$ cat src/rtl/da_play_sched_if.sv
// DA playback scheduler bus: channel controls, FIFO read ports, DA outputs.
// The controller/bench side is master; the scheduler is slave.
interface da_play_sched_if;
  logic        en_a;
  logic        en_b;
  logic [12:0] freq_a;
  logic [12:0] freq_b;
  logic [12:0] rd_data_count_a;
  logic [12:0] rd_data_count_b;
  logic [7:0]  fifo_out_a;
  logic [7:0]  fifo_out_b;
  logic        clr_status;
  logic        rd_en_a;
  logic        rd_en_b;
  logic [7:0]  da_data_a;
  logic [7:0]  da_data_b;
  logic [1:0]  state_a;
  logic [1:0]  state_b;
  logic        underrun_a;
  logic        underrun_b;

  modport master (
    output en_a, en_b, freq_a, freq_b,
    output rd_data_count_a, rd_data_count_b,
    output fifo_out_a, fifo_out_b, clr_status,
    input  rd_en_a, rd_en_b, da_data_a, da_data_b,
    input  state_a, state_b, underrun_a, underrun_b
  );

  modport slave (
    input  en_a, en_b, freq_a, freq_b,
    input  rd_data_count_a, rd_data_count_b,
    input  fifo_out_a, fifo_out_b, clr_status,
    output rd_en_a, rd_en_b, da_data_a, da_data_b,
    output state_a, state_b, underrun_a, underrun_b
  );
endinterface

$ cat src/rtl/da_play_sched.sv
// DA playback scheduler: paces FIFO reads per channel with a
// fractional phase accumulator, prefill gating and underrun detect.
module da_play_ch #(
  parameter int         CLK_HZ  = 50_000_000,
  parameter int         SPP     = 256,
  parameter int         PREFILL = 10,
  parameter logic [7:0] MID     = 8'h80,
  parameter int         ACC_W   = 27
) (
  input  logic        clk,
  input  logic        rst_n,
  input  logic        en,
  input  logic [12:0] freq,
  input  logic [12:0] count,
  input  logic [7:0]  fifo_out,
  input  logic        clr,
  output logic        rd_en,
  output logic [7:0]  da_data,
  output logic [1:0]  state_o,
  output logic        underrun
);
  typedef enum logic [1:0] {
    IDLE   = 2'd0,
    PRE    = 2'd1,
    PLAY   = 2'd2,
    STARVE = 2'd3
  } st_t;

  localparam int LG  = $clog2(SPP);
  localparam int SW0 = 13 + LG;
  localparam int SW  = (SW0 > ACC_W) ? SW0 : ACC_W;
  localparam logic [ACC_W-1:0] MOD = ACC_W'(CLK_HZ);

  st_t              state, state_n;
  logic [ACC_W-1:0] acc, acc_n;
  logic             rd_n;
  logic             pend, pend_n;
  logic [7:0]       da_n;
  logic             ur_n;

  logic [SW-1:0]    raw;
  logic [ACC_W-1:0] step;
  logic [ACC_W-1:0] sum;
  logic             tick;
  logic             go;
  logic             full;
  logic             avail;

  // freq*SPP as a shift, clamped so at most one tick per cycle
  assign raw   = SW'(freq) << LG;
  assign step  = (raw > SW'(CLK_HZ)) ? MOD : raw[ACC_W-1:0];
  assign sum   = acc + step;
  assign tick  = (sum >= MOD);
  assign go    = en && (freq != 13'd0);
  assign full  = (count >= 13'(PREFILL));
  assign avail = (count >= 13'd2);

  assign state_o = state;

  // next-state, accumulator and output decode
  always_comb begin
    state_n = state;
    acc_n   = acc;
    rd_n    = 1'b0;
    pend_n  = rd_en;
    da_n    = pend ? fifo_out : da_data;
    ur_n    = underrun & ~clr;
    if (!go) begin
      state_n = IDLE;
      acc_n   = '0;
      pend_n  = 1'b0;
      da_n    = MID;
    end else begin
      unique case (state)
        IDLE: state_n = PRE;
        PRE: begin
          if (full) begin
            state_n = PLAY;
            acc_n   = '0;
          end
        end
        PLAY: begin
          acc_n = tick ? (sum - MOD) : sum;
          if (tick) begin
            if (avail) begin
              rd_n = 1'b1;
            end else begin
              state_n = STARVE;
              ur_n    = 1'b1;
            end
          end
        end
        STARVE: begin
          if (full) state_n = PLAY;
        end
        default: state_n = IDLE;
      endcase
    end
  end

  // state and datapath registers
  always_ff @(posedge clk or negedge rst_n) begin
    if (!rst_n) begin
      state    <= IDLE;
      acc      <= '0;
      rd_en    <= 1'b0;
      pend     <= 1'b0;
      da_data  <= MID;
      underrun <= 1'b0;
    end else begin
      state    <= state_n;
      acc      <= acc_n;
      rd_en    <= rd_n;
      pend     <= pend_n;
      da_data  <= da_n;
      underrun <= ur_n;
    end
  end
endmodule

module da_play_sched #(
  parameter int         CLK_HZ  = 50_000_000,
  parameter int         SPP     = 256,
  parameter int         PREFILL = 10,
  parameter logic [7:0] MID     = 8'h80,
  parameter int         ACC_W   = 27
) (
  input logic             clk,
  input logic             rst_n,
  da_play_sched_if.slave  bus
);
  da_play_ch #(
    .CLK_HZ(CLK_HZ), .SPP(SPP), .PREFILL(PREFILL),
    .MID(MID), .ACC_W(ACC_W)
  ) u_a (
    .clk      (clk),
    .rst_n    (rst_n),
    .en       (bus.en_a),
    .freq     (bus.freq_a),
    .count    (bus.rd_data_count_a),
    .fifo_out (bus.fifo_out_a),
    .clr      (bus.clr_status),
    .rd_en    (bus.rd_en_a),
    .da_data  (bus.da_data_a),
    .state_o  (bus.state_a),
    .underrun (bus.underrun_a)
  );

  da_play_ch #(
    .CLK_HZ(CLK_HZ), .SPP(SPP), .PREFILL(PREFILL),
    .MID(MID), .ACC_W(ACC_W)
  ) u_b (
    .clk      (clk),
    .rst_n    (rst_n),
    .en       (bus.en_b),
    .freq     (bus.freq_b),
    .count    (bus.rd_data_count_b),
    .fifo_out (bus.fifo_out_b),
    .clr      (bus.clr_status),
    .rd_en    (bus.rd_en_b),
    .da_data  (bus.da_data_b),
    .state_o  (bus.state_b),
    .underrun (bus.underrun_b)
  );
endmodule
$ cat src/flat_wrapper.sv
// flat-port wrapper written by rule: the top's interface ports become plain ports
module da_play_sched_flat 
#(
  parameter int         CLK_HZ  = 50_000_000,
  parameter int         SPP     = 256,
  parameter int         PREFILL = 10,
  parameter logic [7:0] MID     = 8'h80,
  parameter int         ACC_W   = 27
)
  (clk, rst_n, bus_en_a, bus_en_b, bus_freq_a, bus_freq_b, bus_rd_data_count_a, bus_rd_data_count_b, bus_fifo_out_a, bus_fifo_out_b, bus_clr_status, bus_rd_en_a, bus_rd_en_b, bus_da_data_a, bus_da_data_b, bus_state_a, bus_state_b, bus_underrun_a, bus_underrun_b);
  da_play_sched_if bus_i ();
  input logic clk;
  input logic rst_n;
  input wire logic [$bits(bus_i.en_a)-1:0] bus_en_a;
  input wire logic [$bits(bus_i.en_b)-1:0] bus_en_b;
  input wire logic [$bits(bus_i.freq_a)-1:0] bus_freq_a;
  input wire logic [$bits(bus_i.freq_b)-1:0] bus_freq_b;
  input wire logic [$bits(bus_i.rd_data_count_a)-1:0] bus_rd_data_count_a;
  input wire logic [$bits(bus_i.rd_data_count_b)-1:0] bus_rd_data_count_b;
  input wire logic [$bits(bus_i.fifo_out_a)-1:0] bus_fifo_out_a;
  input wire logic [$bits(bus_i.fifo_out_b)-1:0] bus_fifo_out_b;
  input wire logic [$bits(bus_i.clr_status)-1:0] bus_clr_status;
  output wire logic [$bits(bus_i.rd_en_a)-1:0] bus_rd_en_a;
  output wire logic [$bits(bus_i.rd_en_b)-1:0] bus_rd_en_b;
  output wire logic [$bits(bus_i.da_data_a)-1:0] bus_da_data_a;
  output wire logic [$bits(bus_i.da_data_b)-1:0] bus_da_data_b;
  output wire logic [$bits(bus_i.state_a)-1:0] bus_state_a;
  output wire logic [$bits(bus_i.state_b)-1:0] bus_state_b;
  output wire logic [$bits(bus_i.underrun_a)-1:0] bus_underrun_a;
  output wire logic [$bits(bus_i.underrun_b)-1:0] bus_underrun_b;
  assign bus_i.en_a = bus_en_a;
  assign bus_i.en_b = bus_en_b;
  assign bus_i.freq_a = bus_freq_a;
  assign bus_i.freq_b = bus_freq_b;
  assign bus_i.rd_data_count_a = bus_rd_data_count_a;
  assign bus_i.rd_data_count_b = bus_rd_data_count_b;
  assign bus_i.fifo_out_a = bus_fifo_out_a;
  assign bus_i.fifo_out_b = bus_fifo_out_b;
  assign bus_i.clr_status = bus_clr_status;
  assign bus_rd_en_a = bus_i.rd_en_a;
  assign bus_rd_en_b = bus_i.rd_en_b;
  assign bus_da_data_a = bus_i.da_data_a;
  assign bus_da_data_b = bus_i.da_data_b;
  assign bus_state_a = bus_i.state_a;
  assign bus_state_b = bus_i.state_b;
  assign bus_underrun_a = bus_i.underrun_a;
  assign bus_underrun_b = bus_i.underrun_b;
  da_play_sched #(.CLK_HZ(CLK_HZ), .SPP(SPP), .PREFILL(PREFILL), .MID(MID), .ACC_W(ACC_W)) u_core (.clk(clk), .rst_n(rst_n), .bus(bus_i));
endmodule
$ cat config.mk
export PLATFORM = sky130hd
export DESIGN_NAME = da_play_sched_flat
export DESIGN_NICKNAME = d
export VERILOG_FILES = /design/src/rtl/da_play_sched_if.sv /design/src/rtl/da_play_sched.sv /design/src/flat_wrapper.sv
export SDC_FILE = /design/constraint.sdc
export NUM_CORES = 1
export LEC_CHECK = 0
export CAP_MARGIN = 10
export CORE_MARGIN = 2
export CORE_UTILIZATION = 25
export CTS_CLUSTER_SIZE = 28
export DETAILED_ROUTE_END_ITERATION = 6
export PLACE_DENSITY = 0.43
export SLEW_MARGIN = 10
export SYNTH_ARGS = -nofsm -noshare
export SYNTH_HDL_FRONTEND = slang
export SYNTH_SLANG_ARGS = --single-unit
$ cat constraint.sdc
create_clock -name clk -period 4.43 [get_ports clk]
set_input_delay 0.886 -clock clk [delete_from_list [all_inputs] [get_ports clk]]
set_output_delay 0.886 -clock clk [all_outputs]
set_load 0.1 [all_outputs]
## Word level (Yosys, flattened, before mapping)

Cells that the tools add are included.

- Word-level logic and storage cells: 99
- Register bits: 80
- RAM bits: 0
- Memories: 0
- Memory bits (read-only): 0
- Latch bits: 0

- Divide/modulo/power cells: 0
- Shift-type cells: 0
- Eq/ne operators: 18
- $add $sub $neg: 4
- Multiply operators: 0
- Muxes and demuxes: 42
- Reduce and logical (&&, ||, !) cells: 12
- $lt $le $gt $ge: 8
- Bitwise logic cells: 3

Operators by type and width:

| operator | count |
|---|---|
| 27-bit 2-to-1 mux | 6 |
| 27-bit case mux with 2 select lines | 2 |
| 27-bit by 26-bit adder with 27-bit output | 2 |
| 27-bit by 26-bit greater-or-equal comparator with 1-bit output (second input constant) | 2 |
| 27-bit by 26-bit subtractor with 27-bit output (second input constant) | 2 |
| 21-bit by 26-bit greater-than comparator with 1-bit output (second input constant) | 2 |
| 26-bit 2-to-1 mux | 2 |
| 8-bit 2-to-1 mux | 4 |
| 13-bit by 2-bit greater-or-equal comparator with 1-bit output (second input constant) | 2 |
| 13-bit by 4-bit greater-or-equal comparator with 1-bit output (second input constant) | 2 |
| 13-bit nonzero test | 2 |
| 1-bit 2-to-1 mux | 18 |
| 3-bit inequality test (second input constant) | 6 |
| 2-bit 2-to-1 mux | 8 |
| 2-bit case mux with 3 select lines | 2 |
| 2-bit equality test (second input constant) | 4 |
| 3-bit by 1-bit inequality test with 1-bit output (second input constant) | 2 |
| 3-bit by 2-bit inequality test with 1-bit output (second input constant) | 2 |
| 3-bit AND reduction | 2 |
| 2-bit by 1-bit equality test with 1-bit output (second input constant) | 2 |
| 2-bit zero test | 2 |
| 2-bit inequality test (second input constant) | 2 |
| 2-bit AND reduction | 2 |
| 2-bit OR reduction | 2 |
| 3 further kinds | 5 |

## Logic depth before layout (Yosys ltp)

- Depth after elaboration: 7
- Mapped depth: 13
- Mapped depth without buffers: 12

## Cells and area by module

Synthesis repeated with hierarchy kept, for this count alone.

- Cell total of the unflattened synthesis: 664
- Area total of the unflattened synthesis: 5,650.4 µm²

By module, submodules not included:

| module | times used | seq. area each (µm²) | area each (µm²) | cells each |
|---|---|---|---|---|
| da_play_ch | 2 | 827.0 | 2,825.2 | 332 |

## Worst setup path before layout

No wires, ideal clock.

- Path kind: input-to-reg
- From: in bus_freq_a[0]
- To: reg u_core.u_a.acc[21]
- Setup time: 0.128 ns
- Setup slack: 0.570 ns
- Path buffers: 0
- Data required time: 4.302 ns
- Stages: 12
- Arrival time: 3.732 ns
- Path through: ha_1 -> fa_1 -> a21o_1 -> a221o_1 -> and4b_1 -> or4_4 -> a41o_1 -> a31oi_2 -> a2111oi_2 -> xor2_1 -> a21oi_1 -> o22ai_1

- Cells in the longest elaborated chain, start to end: 7
- Elaborated cells on any way between the ends: 13
- Those cells by class: 2 x add/sub; 2 x order compare; 2 x eq/ne; 4 x mux; 3 x reduce/logical

Ends and longest elaborated chain:

| element | RTL line | RTL |
|---|---|---|
| from (decl) | flat_wrapper.sv:16 | `input wire logic [$bits(bus_i.freq_a)-1:0] bus_freq_a;` |
| 21-bit by 26-bit greater-than comparator with 1-bit output | da_play_sched.sv:51 | `assign step = (raw > SW'(CLK_HZ)) ? MOD : raw[ACC_W-1:0];` |
| 26-bit 2-to-1 mux | da_play_sched.sv:51 |  |
| 27-bit by 26-bit adder with 27-bit output | da_play_sched.sv:52 | `assign sum = acc + step;` |
| 27-bit by 26-bit subtractor with 27-bit output / 27-bit by 26-bit greater-or-equal comparator with 1-bit output (equally long branches) | da_play_sched.sv:83, da_play_sched.sv:53 |  |
| 27-bit 2-to-1 mux | da_play_sched.sv:83 | `acc_n = tick ? (sum - MOD) : sum;` |
| 27-bit case mux with 2 select lines | da_play_sched.sv:74 | `unique case (state)` |
| 27-bit 2-to-1 mux | da_play_sched.sv:68 | `if (!go) begin` |
| to (signal assigned) | da_play_sched.sv:112 | `acc <= acc_n;` |
| to (decl) | da_play_sched.sv:35 | `logic [ACC_W-1:0] acc, acc_n;` |

Parallel ways exist; a longest one is shown, timed or not.
A chain may end at the register's enable or synchronous reset.

## Final worst setup path

Ends and elaborated chain as after synthesis.

==> out/results.ini <==
[timing]
worstMarginPinSlew_ps = 1010
fmax_mhz = 237
period_share = 0.951
setup_viol = 0
rsz0062_at_grt = no
maxSlewHeadroom = 0.326
drv_slew = 0
whs_ps = 492
period_minus_slack_ps = 4210
skew_ps = 10.5
finalHoldViolCount = 0

[finish]
synthToLayoutAreaGrowth_pct = 34.4
fillCellCount = 2227
layout_common_cells = clkdlybuf4s50_1, nand2_1, dfrtp_1
nets = 872
drive_above_1_share = 0.143
diodes = 0
layout_commonest_cell = clkdlybuf4s50_1
design_area_sq_um = 7370

[global_routing]
grt_pass1_vias = 5244
grt_pass1_wl_um = 26800
grt_max_degree = 42
grtUsageTotal = 0.140
antenna_found_initial = 0
overflow = 0

[synthesis]
seq_area_frac_synth = 0.302
synth_nets = 742
synth-seq-cells = 66
ys.flop_type = dfrtp_1
ys_warn_count = 0
syn-instance-count = 639
synth_area_sq_um = 5480
syn_avg_cell_area_sq_um = 8.58
yosysTopAreaCell = dfrtp_1
synth_edf_count = 0
synth.top_cells.by_area = dfrtp_1, ha_1, xnor2_1
synth.distinct_cells = 72
netlist.area_leader.share = 0.292
async_flop_share = 1.00

[clock_network]
postCtsResizedCells = 0
cts_max_path_buffers = 2
cts_tree = yes
numCtsBuffers = 9
clkTransAtPathRegs_ps = 60
clock_latency_ps = 350
cts.sinks = 66
cts_root_buf = clkbuf_16
cts_setup_buffers = 0
clock_tree.htree_level_count = 3
cts_hold_repair.buffers = 0

[critical_path]
cp_num_buf_inv = 1
cp_top_family = compound AO/OA/AOI/OAI gates
critPathKind = in -> reg
slowest_delay_ps = 540
path_cells = clkdlybuf4s50_1 -> ha_1 -> fa_1 -> a21o_1 -> a221o_1 -> and4b_1 -> or4_4 -> a41o_1 -> a31oi_2 -> a2111oi_2 -> xor2_1 -> a21oi_1 -> o22ai_1
crit_path_max_fanout = 5
critPathArrivalTime_ps = 4430
startpoint_type = input port
startpoint = bus_freq_a[0]
required_ps = 4650
timing.rr.start = u_core.u_a.acc[8]$_DFFE_PN0P_
endpoint_kind = flop
critical-path-slowest-cell = or4_4

[detailed_routing]
drt_iter0_drc = 219
drt-total-wl_um = 16000
ant_nets = 0
drt_first_pass_iters = 4
dr_wl_met3_um = 524
avgViaCountPerCell = 4.98
met2_length_um = 7370
met1_length_um = 7870
wl_per_cell_um = 15.2
num_vias = 5250
highest-signal-layer = met4
drcViolationCount = 0

[pwr]
switchingPower_mw = 0.647
power.density_nw_per_um2 = 272
pwr-share-seq = 0.319
pwr-share-comb = 0.310
p_int_mw = 1.36
switching_share = 0.322
p_leak_nw = 3.02
vdd_drop_max_uv = 237
clkPwrFrac = 0.371

[floorplanning]
start_util = 0.253
dieArea_sq_um = 23100
die_w_um = 152
core_sq_um = 21700
fp.dieH_um = 152
fp-row-count = 54
io_pins = 97

[min_path]
hold_start = u_core.u_a.acc[10]$_DFFE_PN0P_
hold_class = reg -> reg

[placement]
dp_hpwl_um = 12700
postPlaceCellArea_sq_um = 7050
port_buffers = 94
place_congestion = 0.840

[run]
timing.max_cap.violations = 0

[status]
outcome = finished, final reports clean

sequential cells by signal, indices dropped and copies added, names as in the netlist:
signal               flops
u_core.u_a.pend          1
u_core.u_b.underrun      1
u_core.u_a.da_data       8
u_core.u_a.rd_en         1
u_core.u_b.pend          1
u_core.u_b.acc          20
u_core.u_a.state_o       2
u_core.u_a.acc          20
u_core.u_b.rd_en         1
u_core.u_b.da_data       8
u_core.u_b.state_o       2
u_core.u_a.underrun      1
path summary, 6_finish.rpt:
| kind | slack, ps | cells after the start | endpoint |
|---|---|---|---|
| worst max register to register | 820 | 12 | u_core.u_a.acc[21]$_DFFE_PN0P_ |
| max in group asynchronous | 2760 | 2 | u_core.u_b.da_data[7]$_DFFE_PN1P_ |
| worst min-delay path | 490 | 2 | u_core.u_a.acc[10]$_DFFE_PN0P_ |
| worst max-delay path | 220 | 13 | u_core.u_a.acc[21]$_DFFE_PN0P_ |
| min in group asynchronous | 710 | 1 | u_core.u_a.da_data[0]$_DFFE_PN0P_ |
| worst min register to register | 490 | 2 | u_core.u_a.acc[10]$_DFFE_PN0P_ |
layout make-up:
class / count / area (sq um) / share of cell area
multi-input combinational: 527 / 3630 / 0.493
sequential: 66 / 1650 / 0.224
timing repair buffer: 150 / 1370 / 0.186
tap: 280 / 350 / 0.0475
clock buffer: 11 / 243 / 0.0329
clock inverter: 5 / 63.8 / 0.00866
inverter: 15 / 56.3 / 0.00764
worst register-to-register path, cell delays in order (launching register included):
cell	delay (ps)
dfrtp_1	400
ha_1	210
fa_1	410
a21o_1	220
a221o_1	410
and4b_1	230
or4_4	540
a41o_1	260
a31oi_2	300
a2111oi_2	100
xor2_1	170
a21oi_1	170
o22ai_1	90
per-layer routing:
| metal | global-route usage | vias up |
|---|---|---|
| li1 | - | 2611 |
| met1 | 0.193 | 2530 |
| met2 | 0.228 | 94 |
| met3 | 0.0188 | 15 |
| met4 | 0.0454 | 0 |
| met5 | 0 | - |
power groups by stage:
stage / clock network (mW) / logic (mW) / registers (mW)
after global placement: 0 / 0.615 / 0.651
after global routing: 0.784 / 0.688 / 0.643
after floorplan: 0 / 0.356 / 0.673
final: 0.743 / 0.621 / 0.640
after detailed placement: 0 / 0.621 / 0.651
after CTS: 0.767 / 0.624 / 0.640
through the flow:
stage | worst slack, ps | total power [mW] | util | instances | TNS (ps)
6_report | 217 | 2.00 | 0.340 | 1054 | 0
2_1_floorplan | 570 | 1.03 | - | 639 | 0
4_1_cts | 204 | 2.03 | 0.339 | 1054 | 0
3_3_place_gp | -118 | 1.27 | 0.325 | 1038 | -788
3_5_place_dp | -134 | 1.27 | 0.325 | 1038 | -1030
5_1_grt | 19.7 | 2.12 | 0.340 | 1054 | 0
Yosys cell counts (9+ instances only):
cell type	n
nand2_1	68
dfrtp_1	64
nor2_1	43
a21oi_1	35
xnor2_1	35
ha_1	28
nand3_1	24
o21ai_0	23
xor2_1	23
nor3_1	22
o21ai_1	21
mux2i_1	19
clkbuf_1	17
inv_1	15
a21o_1	13
and3_1	13
nand4_1	11
nor4_1	9
cell families (layout without fill, tap and decap cells):
| group | after synthesis | after routing | share of synthesized area |
|---|---|---|---|
| AO/OA/AOI/OAI | 174 | 174 | 0.222 |
| flip-flops | 66 | 66 | 0.302 |
| multiplexers | 19 | 19 | 0.0347 |
| AND/OR/NAND/NOR | 246 | 246 | 0.239 |
| buffers and inverters | 46 | 181 | 0.0381 |
| XOR/XNOR | 58 | 58 | 0.0927 |
| adder cells (fa/ha/maj) | 30 | 30 | 0.0712 |
No activity file was read; power rests on OpenSTA's default activity.
